===== src/rtl/ic_pingpong_ctrl_pkg.sv =====
// rtl/ic_pingpong_ctrl_pkg.sv - shared bank-state encoding and size defaults
package ic_pingpong_ctrl_pkg;

  localparam int DATA_W_DEF = 8;
  localparam int DEPTH_DEF  = 16;
  localparam int CNT_W_DEF  = 5;

  typedef enum logic [3:0] {
    BK_FREE     = 4'b0001,
    BK_FILLING  = 4'b0010,
    BK_READY    = 4'b0100,
    BK_DRAINING = 4'b1000
  } bank_state_e;

  function automatic logic can_write(input bank_state_e s);
    return (s == BK_FREE) || (s == BK_FILLING);
  endfunction

  function automatic logic can_read(input bank_state_e s);
    return (s == BK_READY) || (s == BK_DRAINING);
  endfunction

endpackage


===== src/rtl/ic_bank_tracker.sv =====
// rtl/ic_bank_tracker.sv - lifecycle state and burst length of one ping-pong bank
module ic_bank_tracker
  import ic_pingpong_ctrl_pkg::*;
#(
  parameter int CNT_W = CNT_W_DEF
) (
  input  logic             clk,
  input  logic             rst,
  input  logic             wr_start,
  input  logic             wr_close,
  input  logic             rd_start,
  input  logic             rd_done,
  input  logic [CNT_W-1:0] len_in,
  output bank_state_e      state_q,
  output bank_state_e      state_d,
  output logic [CNT_W-1:0] len_q,
  output logic [CNT_W-1:0] len_d
);

  // A single-word burst may close straight from FREE, and a len=1 bank
  // may finish draining straight from READY.
  always_comb begin
    state_d = state_q;
    len_d   = len_q;
    case (state_q)
      BK_FREE: begin
        if (wr_close) begin
          state_d = BK_READY;
          len_d   = len_in;
        end else if (wr_start) begin
          state_d = BK_FILLING;
        end
      end
      BK_FILLING: begin
        if (wr_close) begin
          state_d = BK_READY;
          len_d   = len_in;
        end
      end
      BK_READY: begin
        if (rd_done) state_d = BK_FREE;
        else if (rd_start) state_d = BK_DRAINING;
      end
      BK_DRAINING: begin
        if (rd_done) state_d = BK_FREE;
      end
      default: state_d = BK_FREE;
    endcase
  end

  always_ff @(posedge clk) begin
    if (rst) begin
      state_q <= BK_FREE;
      len_q   <= '0;
    end else begin
      state_q <= state_d;
      len_q   <= len_d;
    end
  end

endmodule


===== src/rtl/ic_pingpong_ctrl.sv =====
// rtl/ic_pingpong_ctrl.sv - ping-pong bank scheduler between DDR unpacker and SA column
module ic_pingpong_ctrl
  import ic_pingpong_ctrl_pkg::*;
#(
  parameter int DATA_W = DATA_W_DEF,
  parameter int DEPTH  = DEPTH_DEF,
  parameter int CNT_W  = CNT_W_DEF
) (
  input  logic              clk,
  input  logic              rst,
  input  logic [DATA_W-1:0] din,
  input  logic              wr_en,
  input  logic              wlast,
  output logic              wrdy,
  input  logic              rd_en_pre,
  output logic              rd_en_nxt,
  output logic              rrdy,
  output logic [1:0]        bank_wr_en,
  output logic [DATA_W-1:0] bank_din,
  output logic [1:0]        bank_rd_en,
  input  logic [DATA_W-1:0] bank_dout0,
  input  logic [DATA_W-1:0] bank_dout1,
  input  logic [1:0]        bank_full,
  input  logic [1:0]        bank_empty,
  output logic [DATA_W-1:0] col_data_in,
  output logic              col_valid_in,
  output logic              empty,
  output logic              err
);

  logic             wsel_q, wsel_d, rsel_q, rsel_d;
  logic [CNT_W-1:0] wcnt_q, wcnt_d, rcnt_q, rcnt_d, rcnt_inc;
  logic             wrdy_q, wrdy_d, rrdy_q, rrdy_d;
  logic             wr_acc, wr_close, rd_acc, rd_done;
  logic [1:0]       bank_wr_en_q, bank_wr_en_d, bank_rd_en_q, bank_rd_en_d;
  logic [DATA_W-1:0] bank_din_q, bank_din_d, col_data_q, col_data_d;
  logic             rd_en_nxt_q, rsel1_q, rsel1_d, v2_q, v2_d, sel2_q, sel2_d;
  logic             col_valid_q, col_valid_d, err_q, err_d;
  bank_state_e      st_q [2];
  bank_state_e      st_d [2];
  logic [CNT_W-1:0] len_q [2];
  logic [CNT_W-1:0] len_d [2];

  for (genvar g = 0; g < 2; g++) begin : g_bank
    ic_bank_tracker #(.CNT_W(CNT_W)) u_trk (
      .clk      (clk),
      .rst      (rst),
      .wr_start (wr_acc && (wsel_q == 1'(g))),
      .wr_close (wr_close && (wsel_q == 1'(g))),
      .rd_start (rd_acc && (rsel_q == 1'(g))),
      .rd_done  (rd_done && (rsel_q == 1'(g))),
      .len_in   (wcnt_q + CNT_W'(1)),
      .state_q  (st_q[g]),
      .state_d  (st_d[g]),
      .len_q    (len_q[g]),
      .len_d    (len_d[g])
    );
  end

  always_comb begin
    wr_acc   = wr_en && wrdy_q;
    wr_close = wr_acc && (wlast || (wcnt_q == CNT_W'(DEPTH - 1)));
    rd_acc   = rd_en_pre && rrdy_q;
    rcnt_inc = rcnt_q + CNT_W'(1);
    rd_done  = rd_acc && (rcnt_inc == len_q[rsel_q]);

    wsel_d = wsel_q ^ wr_close;
    rsel_d = rsel_q ^ rd_done;
    wcnt_d = wr_close ? '0 : (wr_acc ? wcnt_q + CNT_W'(1) : wcnt_q);
    rcnt_d = rd_done ? '0 : (rd_acc ? rcnt_inc : rcnt_q);

    // Ready flags look at next-cycle bank state so a bank freed this cycle
    // is usable immediately; a closing write always costs one idle cycle.
    wrdy_d = !wr_close && can_write(st_d[wsel_d]);
    rrdy_d = can_read(st_d[rsel_d]) && (rcnt_d < len_d[rsel_d]);

    bank_wr_en_d = wr_acc ? (wsel_q ? 2'b10 : 2'b01) : 2'b00;
    bank_din_d   = wr_acc ? din : '0;
    bank_rd_en_d = rd_acc ? (rsel_q ? 2'b10 : 2'b01) : 2'b00;

    rsel1_d     = rsel_q;
    v2_d        = |bank_rd_en_q;
    sel2_d      = rsel1_q;
    col_valid_d = v2_q;
    col_data_d  = v2_q ? (sel2_q ? bank_dout1 : bank_dout0) : '0;

    err_d = err_q
          || (wr_acc && (st_q[wsel_q] == BK_FILLING) && bank_full[wsel_q])
          || (|(bank_rd_en_q & bank_empty));
  end

  always_ff @(posedge clk) begin
    if (rst) begin
      wsel_q       <= 1'b0;
      rsel_q       <= 1'b0;
      wcnt_q       <= '0;
      rcnt_q       <= '0;
      wrdy_q       <= 1'b0;
      rrdy_q       <= 1'b0;
      bank_wr_en_q <= '0;
      bank_din_q   <= '0;
      bank_rd_en_q <= '0;
      rd_en_nxt_q  <= 1'b0;
      rsel1_q      <= 1'b0;
      v2_q         <= 1'b0;
      sel2_q       <= 1'b0;
      col_valid_q  <= 1'b0;
      col_data_q   <= '0;
      err_q        <= 1'b0;
    end else begin
      wsel_q       <= wsel_d;
      rsel_q       <= rsel_d;
      wcnt_q       <= wcnt_d;
      rcnt_q       <= rcnt_d;
      wrdy_q       <= wrdy_d;
      rrdy_q       <= rrdy_d;
      bank_wr_en_q <= bank_wr_en_d;
      bank_din_q   <= bank_din_d;
      bank_rd_en_q <= bank_rd_en_d;
      rd_en_nxt_q  <= rd_en_pre;
      rsel1_q      <= rsel1_d;
      v2_q         <= v2_d;
      sel2_q       <= sel2_d;
      col_valid_q  <= col_valid_d;
      col_data_q   <= col_data_d;
      err_q        <= err_d;
    end
  end

  assign wrdy         = wrdy_q;
  assign rrdy         = rrdy_q;
  assign rd_en_nxt    = rd_en_nxt_q;
  assign bank_wr_en   = bank_wr_en_q;
  assign bank_din     = bank_din_q;
  assign bank_rd_en   = bank_rd_en_q;
  assign col_valid_in = col_valid_q;
  assign col_data_in  = col_data_q;
  assign err          = err_q;
  assign empty        = (st_q[0] == BK_FREE) && (st_q[1] == BK_FREE);

endmodule


===== config.mk =====
export PLATFORM = sky130hd
export DESIGN_NAME = ic_pingpong_ctrl
export DESIGN_NICKNAME = d
export VERILOG_FILES = /design/src/rtl/ic_pingpong_ctrl_pkg.sv /design/src/rtl/ic_bank_tracker.sv /design/src/rtl/ic_pingpong_ctrl.sv
export SDC_FILE = /design/constraint.sdc
export NUM_CORES = 1
export LEC_CHECK = 0
export BUFFER_PORTS_ARGS = -buffer_cell sky130_fd_sc_hd__buf_4
export CORE_UTILIZATION = 35
export CTS_CLUSTER_DIAMETER = 30
export DETAILED_ROUTE_END_ITERATION = 10
export MAX_ROUTING_LAYER = met4
export SYNTH_ARGS = -nofsm -noshare
export SYNTH_HDL_FRONTEND = slang
export SYNTH_SLANG_ARGS = --single-unit

===== constraint.sdc =====
create_clock -name clk -period 4.55 [get_ports clk]
set_clock_uncertainty 0.1 [all_clocks]
set_input_delay 0.6825 -clock clk [delete_from_list [all_inputs] [get_ports clk]]
set_output_delay 0.6825 -clock clk [all_outputs]
set_load 0.005 [all_outputs]

## Yosys cells after proc, flatten, opt, wreduce, memory -nomap -nowiden

Cells that the tools add are included.

- Input port bits: 33
- Flip-flop bits (word level): 58
- Output and inout bits: 26

- Bitwise gates (word level): 12
- Add/subtract/negate cells: 2
- Equal/unequal tests: 15
- Magnitude comparators: 6
- Reduce and logical (&&, ||, !) cells: 31
- Mux-type cells: 40

Operators with widths:

| cell | count |
|---|---|
| two-way mux 4 bit | 21 |
| two-way mux 5 bit | 12 |
| case mux 4 bit (4 select lines) | 2 |
| logical AND 1 bit | 17 |
| equality test 4 x 2 -> 1 bit (second input constant) | 4 |
| OR reduction 2 bit | 8 |
| equality test 4 x 1 -> 1 bit (second input constant) | 3 |
| equality test 4 x 3 -> 1 bit (second input constant) | 3 |
| equality test 4 bit (second input constant) | 3 |
| adder 5 x 1 -> 5 bit (second input constant) | 2 |
| >= comparator 2 bit (second input constant) | 4 |
| two-way mux 8 bit | 1 |
| inverter 1 -> 2 bit | 4 |
| equality test 5 x 4 -> 1 bit (second input constant) | 1 |
| equality test 5 bit | 1 |
| logical OR 1 bit | 5 |
| less-than comparator 5 bit | 1 |
| inverter 1 bit | 5 |
| two-way mux 2 bit | 2 |
| AND 2 bit | 1 |
| less-than comparator 1 x 2 -> 1 bit (second input constant) | 1 |
| two-way mux 1 bit | 2 |
| bitwise XOR 1 bit | 2 |
| logical NOT 1 bit | 1 |

## Depth between registers and ports, before layout

Gate-level depths: netlist (run 1).

- Word-level depth: 15
- Gate-level depth with buffers: 18
- Gate-level depth less buffers: 16

## By module

From an unflattened synthesis (run 1), not the netlist that was laid out.

- Cell total of the unflattened synthesis: 309
- Area, all modules: 2874.0 µm²

Modules (own cells, without submodules):

| module | area each (µm²) | cells an instance | sequential area each (µm²) | times used |
|---|---|---|---|---|
| ic_pingpong_ctrl | 1868.0 | 197 | 800.8 | 1 |
| ic_bank_tracker | 503.0 | 56 | 180.2 | 2 |

## Worst setup path after synthesis (run 1)

OpenSTA, ideal clock, no wires.

- Path kind: input to register
- Start point: input port rd_en_pre
- End point: register rrdy_q (netlist: rrdy)
- Data arrival time: 3.418 ns
- Setup slack: 0.911 ns
- Data required time: 4.328 ns
- Setup time: 0.122 ns
- Stages: 14
- Path through: nand2_1 or4_4 nor3_2 buf_6 ha_1 clkbuf_1 nand4b_1 and2_1 nand2b_1 o221ai_1 ha_1 nand4_1 o311a_1 o311a_1

- Longest elaborated chain between the ends: 11
- Elaborated cells on any way between the ends: 29
- Those cells by class: order compare: 1; eq/ne: 2; mux: 16; bitwise: 2; reduce/logical: 8

RTL lines:

| what | line | source |
|---|---|---|
| start, declared | ic_pingpong_ctrl.sv:15 | `input logic rd_en_pre,` |
| logical AND 1 bit (*) | ic_pingpong_ctrl.sv:63 | `rd_acc = rd_en_pre && rrdy_q;` |
| logical AND 1 bit (on tied branches) | ic_pingpong_ctrl.sv:50, ic_pingpong_ctrl.sv:65 |  |
| two-way mux 4 bit or logical AND 1 bit (tied branches) | ic_bank_tracker.sv:42, ic_pingpong_ctrl.sv:51 |  |
| two-way mux 4 bit (on tied branches) | ic_bank_tracker.sv:41, ic_bank_tracker.sv:45 |  |
| case mux 4 bit (4 select lines) | ic_bank_tracker.sv:25 | `case (state_q)` |
| two-way mux 4 bit (not written as such) (3 in series) | ic_pingpong_ctrl.sv:75 | `rrdy_d = can_read(st_d[rsel_d]) && (rcnt_d < len_d[rsel_d]);` |
| equality test 4 x 3 -> 1 bit or equality test 4 bit (tied branches) | ic_pingpong_ctrl_pkg.sv:20 | `return (s == BK_READY) \|\| (s == BK_DRAINING);` |
| logical OR 1 bit | ic_pingpong_ctrl_pkg.sv:20 |  |
| logical AND 1 bit (*) | ic_pingpong_ctrl.sv:75 |  |
| end signal, assigned | ic_pingpong_ctrl.sv:116 | `rrdy_q <= rrdy_d;` |
| end, declared | ic_pingpong_ctrl.sv:33 | `logic wrdy_q, wrdy_d, rrdy_q, rrdy_d;` |

Every way passes the cells marked *; elsewhere a longest branch is shown, timed or not. The select of a mux whose other input is x is not followed.
A chain may end at the register's enable or synchronous reset.

## Final worst setup path (run 1)

- Start point: register rsel_q (netlist: rsel1_d)
- End point: register rrdy_q (netlist: rrdy)

- Longest elaborated chain between the ends: 15
- Elaborated cells on any way between the ends: 33
- Those cells by class: order compare: 1; eq/ne: 3; mux: 18; bitwise: 4; reduce/logical: 7

RTL lines:

| what | line | source |
|---|---|---|
| start, declared | ic_pingpong_ctrl.sv:31 | `logic wsel_q, wsel_d, rsel_q, rsel_d;` |
| start signal, assigned | ic_pingpong_ctrl.sv:112 | `rsel_q <= rsel_d;` |
| inverter 1 -> 2 bit (not written as such) | ic_pingpong_ctrl.sv:65 | `rd_done = rd_acc && (rcnt_inc == len_q[rsel_q]);` |
| two-way mux 5 bit (not written as such) (3 in series) | ic_pingpong_ctrl.sv:65 |  |
| equality test 5 bit | ic_pingpong_ctrl.sv:65 |  |
| logical AND 1 bit | ic_pingpong_ctrl.sv:65 |  |
| logical AND 1 bit | ic_pingpong_ctrl.sv:51 | `.rd_done (rd_done && (rsel_q == 1'(g))),` |
| two-way mux 4 bit (on tied branches) | ic_bank_tracker.sv:45, ic_bank_tracker.sv:41 |  |
| case mux 4 bit (4 select lines) | ic_bank_tracker.sv:25 |  |
| two-way mux 4 bit (not written as such) (3 in series) | ic_pingpong_ctrl.sv:75 |  |
| equality test 4 x 3 -> 1 bit or equality test 4 bit (tied branches) | ic_pingpong_ctrl_pkg.sv:20 |  |
| logical OR 1 bit | ic_pingpong_ctrl_pkg.sv:20 |  |
| logical AND 1 bit (*) | ic_pingpong_ctrl.sv:75 |  |

Marked as above.

==> results.cfg, run 1 <==
[setup_path]
required_ns = 4.66
critPathTopFamily = simple AND/OR/NAND/NOR gates
cp_max_fo = 11
critPathArrivalTime_ns = 3.83
cpPeakStageDelay_ns = 0.63
cp_slowest_cell = dfxtp_1
worst-path-buf-inv = 0
criticalPathCategory = flip-flop to flip-flop
r2r_setup_slack_ns = 0.83
crit_chain = mux2i_1 > xor2_1 > or4_4 > nor3_2 > ha_1 > nand4b_1 > and2_1 > o22a_1 > o21ai_0 > ha_1 > nand4_1 > o311a_1 > o311a_1
cp-end-kind = flip-flop
start_kind = flip-flop

[synth]
synth_top_area_share_pct = 43.98
ys.flop_type = dfxtp_1
ys_top_cells_by_area = dfxtp_1 (44%), mux2i_1 (7.6%), nor2_1 (7.5%)
synth_seq_cells = 58
ys_types = 43
yosys_warnings = 0
syn_nets = 333
synthXorXnorAreaFrac_pct = 6.919
synth-compound-area-share_pct = 8.863
synth_async_sr_flop_share_pct = 0
synthCells = 289
synthSimpleGateAreaFrac_pct = 22.46
yosysMostFrequentCell = dfxtp_1
synth_top_area_cell = dfxtp_1
synthAdderAreaFrac_pct = 5.213
muxShareOfSynthArea_pct = 9.289
synth_commonest_cells = dfxtp_1 (58), nor2_1 (53), mux2i_1 (20)
synth_top_family_by_area = simple AND/OR/NAND/NOR gates
ys_seq_area_share_pct = 43.98
synth_area_um2 = 2640
syn_area_per_cell_um2 = 9.135
synth_edf_count = 0

[power_and_ir_drop]
switchingPower_w = 0.0002358
pwr_density_cell_nw_per_um2 = 325.7
seq_power_share_pct = 48.1
sw_frac_of_total_pct = 21.61
internal-power_w = 0.0008555
power.leakage_nw = 1.401
worst_ir_drop_vdd_v = 0.0001185
combPwrFrac_pct = 7.6
clockPowerShare_pct = 44.3

[timing]
timing.final.crit_share_pct = 81.74
setup_tns_ns = 0
hold_viol = 0
maxSlewViolCount = 0
finalSetupViolations = 0
rsz0062_at_grt = false
max_slew_margin_pct = 58.19
worst_slew_pin_slew_ns = 0.6248
fin_crit_ns = 3.719
fmax_mhz = 268.9

[die]
num_rows = 31
fp.dieH_um = 88.85
die-area_um2 = 7894
ioPinCount = 59
initial_utilization_pct = 36.40
die_w_um = 88.85
core_area_um2 = 7253

[clock_tree]
cts_made_buffers = 9
htreeDepth = 3
post_cts_buffers = 0
post_cts_resize_count = 0
hold_buffers = 0
clk_latency_ns = 0.33
cts_tree = built
cts.sinks = 58
clkTransAtPathRegs_ns = 0.06
cts_root_buffer = clkbuf_8
cts_buffer_depth = 2

[route]
wirelength_um = 5695
antenna_left = 0
post-route-drc-count = 0
first_pass_iters = 4
via_per_inst = 4.867
num_vias = 2190
wl_per_cell_um = 12.66
drtIter0Drc = 96

[global_routing]
antenna_found_initial = 0
grt.total_usage_pct = 16.03
grt_max_degree = 39
grt_pass1_vias = 2002
grt_overflow = 0
grt_pass1_wl_um = 9101

[job]
maxCapViolCount = 0

[status]
status = complete, no violations

[placement]
dpl.hpwl_um = 4210
routabilityCongestion = 0.8902
portBuffers = 58
placed_area_um2 = 3147

[finish]
syn2layout_area_growth_pct = 26.92
finalInstanceArea_um2 = 3351
n_antenna_cell = 0
multiInputGateArea_um2 = 1393
regArea_um2 = 1161
drive_gt1_share_pct = 23.65
nets = 391
num-fill-cells = 727

[hold_path]
hp-class = flip-flop to flip-flop
worst paths after layout:
path | from | to | cells past startpoint
min reg2reg | rsel1_q$_SDFF_PP0_ | sel2_q$_SDFF_PP0_ | 1
max | rsel1_d$_SDFF_PP0_ | rrdy$_SDFF_PP0_ | 13
max reg2reg | rsel1_d$_SDFF_PP0_ | rrdy$_SDFF_PP0_ | 13
min | rsel1_q$_SDFF_PP0_ | sel2_q$_SDFF_PP0_ | 1
cell usage in the layout (no fill, tap or decap), types with 6 or more instances in the layout:
| cell | count |
|---|---|
| xor2_1 | 9 |
| nor2_1 | 53 |
| nand3_1 | 8 |
| ha_1 | 11 |
| xnor2_1 | 10 |
| nor3_1 | 10 |
| buf_4 | 59 |
| nor2b_1 | 7 |
| a21oi_1 | 15 |
| and2_1 | 10 |
| nand2b_1 | 6 |
| dfxtp_1 | 58 |
| inv_1 | 7 |
| clkbuf_8 | 12 |
| mux2i_1 | 20 |
| nand2_1 | 11 |
per-layer routing:
layer / vias to the layer above / wire [um] / GRT usage, %
li1: 1110 / - / -
met5: - / 0 / -
met3: 8 / 402 / 5.597
met4: 0 / 108 / 6.745
met2: 72 / 2616 / 26.71
met1: 1000 / 2568 / 17.29
worst register-to-register path: stages (launching register included):
cell and delay, ns:
dfxtp_1 0.63, mux2i_1 0.27, xor2_1 0.09, or4_4 0.53
nor3_2 0.21, ha_1 0.37, nand4b_1 0.25, and2_1 0.20
o22a_1 0.18, o21ai_0 0.07, ha_1 0.15, nand4_1 0.11
o311a_1 0.34, o311a_1 0.10
power by group through the flow:
| stage | sequential (W) | combinational (W) | clock, W |
|---|---|---|---|
| final | 0.000525 | 0.0000827 | 0.000483 |
| after global routing | 0.000526 | 0.0000933 | 0.000524 |
| after CTS | 0.000525 | 0.0000836 | 0.000500 |
| after detailed placement | 0.000536 | 0.0000835 | 0 |
| after global placement | 0.000536 | 0.0000827 | 0 |
| after floorplan | 0.000535 | 0.0000443 | 0 |
cell type report:
cell class | instances | area share (%)
clock buffers | 13 | 5.041
clock inverters | 2 | 1.046
inverters | 7 | 0.7842
multi-input cells | 212 | 41.56
flip-flops and latches | 58 | 34.65
well taps | 99 | 3.697
repair buffers | 59 | 13.22
per-stage QoR:
stage                     std cells  hold slack (ns)  power (W)  utilization (%)  setup WS [ns]
after CTS                       450           0.3483   0.001109            46.20         0.8196
final                           450           0.3423   0.001091            46.20         0.8309
after global placement          435           0.3174  0.0006188            43.38         0.9050
after global routing            450           0.3687   0.001144            46.20         0.5241
after detailed placement        435           0.3327  0.0006196            43.38         0.8053
after floorplan                 289           0.3138  0.0005790                -         0.9105
kinds of logic after synthesis:
group                      count (synthesis)
and+or+nand+nor                          121
muxes                                     24
adders and majority gates                 11
AOI/OAI and AO/OA                         36
buffers and inverters                     19
xor gates and xnor gates                  20
DFF                                       58
flip-flops by register name, summed over array words and instances (netlist names), 2 cells and up:
| signal | count |
|---|---|
| bank_wr_en | 2 |
| g_bank.u_trk.len_q | 10 |
| rcnt_q | 5 |
| bank_din | 8 |
| col_data_in | 8 |
| g_bank.u_trk.state_q | 8 |
| wcnt_q | 5 |
| bank_rd_en | 2 |
Note: power is estimated with default switching activity, not from simulation.
==> run 2: changes to the inputs <==
==> constraint.sdc (replaced) <==
create_clock -name clk -period 3 [get_ports clk]
set_clock_uncertainty 0.1 [all_clocks]
set_input_delay 0.45 -clock clk [delete_from_list [all_inputs] [get_ports clk]]
set_output_delay 0.45 -clock clk [all_outputs]
set_load 0.005 [all_outputs]
==> results.cfg, run 2 (synthesized netlist as in run 1, its figures left out) <==
[finish]
largest_reg_flops = 10
utilization_pct = 49.08
final_common_cell = buf_4
top_register = g_bank.u_trk.len_q
regArea_um2 = 1170
fin_cells = 476
drive_gt1_share_pct = 30.77
syn2layout_area_growth_pct = 34.83
num-fill-cells = 687
multiInputGateArea_um2 = 1439
n_antenna_cell = 0
nets = 416
final_cell_mix = buf_4 (84), dfxtp_1 (55), nor2_1 (53)

[setup_path]
r2r_setup_slack_ns = -0.21
rr_endpoint = rrdy$_SDFF_PP0_
cp_max_fo = 6
start_kind = flip-flop
required_ns = 3.13
criticalPathCategory = flip-flop to flip-flop
crit_path_start = rsel1_d$_SDFF_PP0_
cp-end-kind = flip-flop
critPathArrivalTime_ns = 3.34
crit_end = rrdy$_SDFF_PP0_
r2r_start = rsel1_d$_SDFF_PP0_
ff2ff_path_depth = 13

[timing]
max_slew_margin_pct = 69.09
worst_slew_pin_slew_ns = 0.4630
rsz0062_at_grt = true
holdWs_ns = 0.2068
fin_crit_ns = 3.207
setup_tns_ns = -0.2071
finalSetupViolations = 1
timing.final.crit_share_pct = 106.9
worst_slack_ns = -0.2071
fmax_mhz = 311.8
maxSlewViolCount = 0
hold_viol = 0

[global_routing]
grt_overflow = 0
antenna_found_initial = 0
grt.total_usage_pct = 16.02
grt_max_degree = 39
grt_pass1_wl_um = 9039
grt_pass1_vias = 2048

[die]
die-area_um2 = 7894
fp.dieH_um = 88.85
core_area_um2 = 7253
ioPinCount = 59
initial_utilization_pct = 36.40
die_w_um = 88.85
num_rows = 31

[placement]
dpl.hpwl_um = 4538
portBuffers = 58
routabilityCongestion = 0.9594
place_inst = 460

[route]
antenna_left = 0
drtIter0Drc = 28
wirelength_um = 5923
wl_per_cell_um = 12.44
num_vias = 2255
via_per_inst = 4.737
post-route-drc-count = 0
first_pass_iters = 4

[power_and_ir_drop]
power.total_w = 0.001553
pwr_density_cell_nw_per_um2 = 436.4
power.leakage_nw = 1.511
worst_ir_drop_vdd_v = 0.0002042

[job]
maxCapViolCount = 0

[clock_tree]
hold_buffers = 0
clkTransAtPathRegs_ns = 0.07
cts_made_buffers = 9
cts_tree = built
cts_root_buffer = clkbuf_8
cts.sinks = 58
htreeDepth = 3
clk_latency_ns = 0.34
cts_buffer_depth = 2

[status]
violations = setup timing
status = complete, but fails checks

[hold_path]
hp-class = input port to flip-flop
[run 2: layer usage]
layer	up-vias	GRT usage [%]	wire, um
met3	13	5.131	418
met1	1010	16.94	2528
li1	1160	-	-
met4	0	8.798	146
met5	-	-	0
met2	72	26.50	2829
[run 2: final cells by class]
class / count / share of cell area [%]
clock buffer: 11 / 3.972
clock inverter: 5 / 0.8084
inverter: 7 / 0.7381
multi-input combinational: 212 / 40.42
sequential: 58 / 32.86
tap: 99 / 3.480
timing repair buffer: 84 / 17.72
[run 2: repair_timing]
item / in CTS / in global routing
setup buffers: 0 / 0
gates resized for setup: 2 / 2
hold endpoints to repair: 0 / 0
endpoints found under the setup margin: 1 / 1
[run 2: worst min-delay path by stage]
stage	from	end	slack, ns	cells past startpoint
2_1_floorplan	rsel1_q$_SDFF_PP0_	sel2_q$_SDFF_PP0_	0.31	1
3_3_place_gp	rsel1_q$_SDFF_PP0_	sel2_q$_SDFF_PP0_	0.32	1
3_5_place_dp	rsel1_q$_SDFF_PP0_	sel2_q$_SDFF_PP0_	0.33	1
4_1_cts	din[7]	bank_din[7]$_SDFF_PP0_	0.19	2
5_1_grt	din[4]	bank_din[4]$_SDFF_PP0_	0.19	2
6_report	din[7]	bank_din[7]$_SDFF_PP0_	0.21	2
[run 2: critical path, stage by stage, from the launching register on]
cell      delay (ns)
dfxtp_4         0.38
mux2i_4         0.19
xor2_1          0.16
or4_4           0.54
nor3_4          0.18
ha_4            0.25
nand4_1         0.10
and2_4          0.16
nand2b_1        0.10
o221ai_1        0.11
ha_1            0.31
nand4_1         0.13
o311a_1         0.30
o311a_1         0.10
[run 2: per-stage QoR]
stage / cell area (um^2) / setup WS, ns
3_5_place_dp: 3372 / -0.2557
4_1_cts: 3548 / -0.2358
6_report: 3560 / -0.2071
5_1_grt: 3560 / -0.3865
2_1_floorplan: 2688 / -0.3029
3_3_place_gp: 3372 / -0.1349
[run 2: power by group]
group / total, W / switching [W] / internal (W)
Combinational: 0.000137 / 0.0000614 / 0.0000759
Clock: 0.000623 / 0.000306 / 0.000318
Sequential: 0.000793 / 0.0000106 / 0.000782
Total: 0.00155 / 0.000378 / 0.00118
==> run 3: changes to the inputs <==
--- a/config.mk
+++ b/config.mk
@@ -10,6 +10,7 @@
 export CTS_CLUSTER_DIAMETER = 30
 export DETAILED_ROUTE_END_ITERATION = 10
 export MAX_ROUTING_LAYER = met4
+export SETUP_SLACK_MARGIN = 0.3
 export SYNTH_ARGS = -nofsm -noshare
 export SYNTH_HDL_FRONTEND = slang
 export SYNTH_SLANG_ARGS = --single-unit
==> results.cfg, run 3 (synthesized netlist as in run 1, its figures left out) <==
[route]
via_per_inst = 4.717
drtIter0Drc = 41
first_pass_iters = 4
post-route-drc-count = 0
antenna_left = 0
num_vias = 2269
wirelength_um = 6019
wl_per_cell_um = 12.51

[setup_path]
cp-end-kind = flip-flop
critPathArrivalTime_ns = 3.33
ff2ff_path_depth = 13
required_ns = 3.13
cp_max_fo = 6
start_kind = flip-flop
criticalPathCategory = flip-flop to flip-flop

[die]
initial_utilization_pct = 36.40
num_rows = 31
fp.dieH_um = 88.85
die-area_um2 = 7894
core_area_um2 = 7253
ioPinCount = 59
die_w_um = 88.85

[finish]
largest_reg_flops = 10
top_register = g_bank.u_trk.len_q
fin_cells = 481
drive_gt1_share_pct = 33.25
num-fill-cells = 684
final_common_cell = buf_4
final_cell_mix = buf_4 (87), dfxtp_1 (55), nor2_1 (52)
syn2layout_area_growth_pct = 38.06
nets = 421
n_antenna_cell = 0

[timing]
max_slew_margin_pct = 69.09
maxSlewViolCount = 0
worst_slack_ns = -0.2019
fin_crit_ns = 3.202
worst_slew_pin_slew_ns = 0.4630
fmax_mhz = 312.3
timing.final.crit_share_pct = 106.7
hold_viol = 0
finalSetupViolations = 1
rsz0062_at_grt = true
setup_tns_ns = -0.2019

[power_and_ir_drop]
pwr_density_cell_nw_per_um2 = 427.1
power.total_w = 0.001557
power.leakage_nw = 1.543
worst_ir_drop_vdd_v = 0.0002036

[clock_tree]
clkTransAtPathRegs_ns = 0.07
cts_buffer_depth = 2
cts_tree = built
htreeDepth = 3
cts_made_buffers = 9
clk_latency_ns = 0.34
cts.sinks = 58
cts_root_buffer = clkbuf_8

[status]
status = complete, but fails checks
violations = setup timing

[global_routing]
grt_pass1_wl_um = 9080
grt_max_degree = 39
grt.total_usage_pct = 16.08
grt_pass1_vias = 2065
antenna_found_initial = 0
grt_overflow = 0

[placement]
dpl.hpwl_um = 4538
routabilityCongestion = 0.9594
portBuffers = 58
dp_slack_ns = -0.2557
place_inst = 460

[job]
maxCapViolCount = 0

[hold_path]
whs_path_depth = 2
hp-class = input port to flip-flop
[run 3: power breakdown]
group	leakage [nW]	internal [W]	switching, W	total [W]
combinational	0.982	0.0000771	0.0000625	0.000140
sequential	0.471	0.000782	0.0000107	0.000793
clock	0.0894	0.000318	0.000306	0.000624
total	1.54	0.00118	0.000380	0.00156
[run 3: what timing repair did]
item	CTS	global route
pin swaps	0	2
gates resized for setup	6	8
buffers inserted	1	4
hold buffers	0	0
setup endpoints to repair	2	4
[run 3: layout make-up]
cell class	count	area, um^2	area share, %
Multi-Input combinational cell	212	1479	40.58
Tap cell	99	123.9	3.399
Sequential cell	58	1170	32.10
Timing Repair Buffer	89	675.6	18.54
Inverter	7	26.28	0.7209
Clock inverter	5	28.78	0.7896
Clock buffer	11	141.4	3.879
[run 3: per-layer routing]
metal  part of all wire (%)  global-route usage [%]  up-vias
met1                     42                   16.88     1016
met2                     48                   26.78       72
li1                       -                       -     1168
met4                    2.5                   8.798        0
met3                    7.0                   5.131       13
met5                      0                       -        -
[run 3: final timing paths]
| path | from | end | slack [ns] |
|---|---|---|---|
| setup / recovery | rsel1_d$_SDFF_PP0_ | rrdy$_SDFF_PP0_ | -0.20 |
| hold / removal | din[7] | bank_din[7]$_SDFF_PP0_ | 0.21 |
| setup reg to reg | rsel1_d$_SDFF_PP0_ | rrdy$_SDFF_PP0_ | -0.20 |
| hold reg to reg | rsel1_q$_SDFF_PP0_ | sel2_q$_SDFF_PP0_ | 0.34 |
[run 3: stage by stage]
stage               utilization (%)  hold WS [ns]  instance area (um^2)
floorplan                         -        0.3138                  2688
global placement              46.49        0.3241                  3372
detailed placement            46.49        0.3287                  3372
CTS                           49.25        0.1910                  3572
global route                  50.25        0.1945                  3645
finish                        50.25        0.2062                  3645
[run 3: critical path, cell delays in order (launching register included)]
cell and delay (ns):
dfxtp_4 0.38, mux2i_4 0.19, xor2_1 0.16, or4_4 0.54, nor3_4 0.17, ha_4 0.25, nand4_1 0.10, and2_4 0.16
nand2b_1 0.10, o221ai_1 0.11, ha_1 0.31, nand4_1 0.13, o311a_1 0.30, o311a_1 0.10
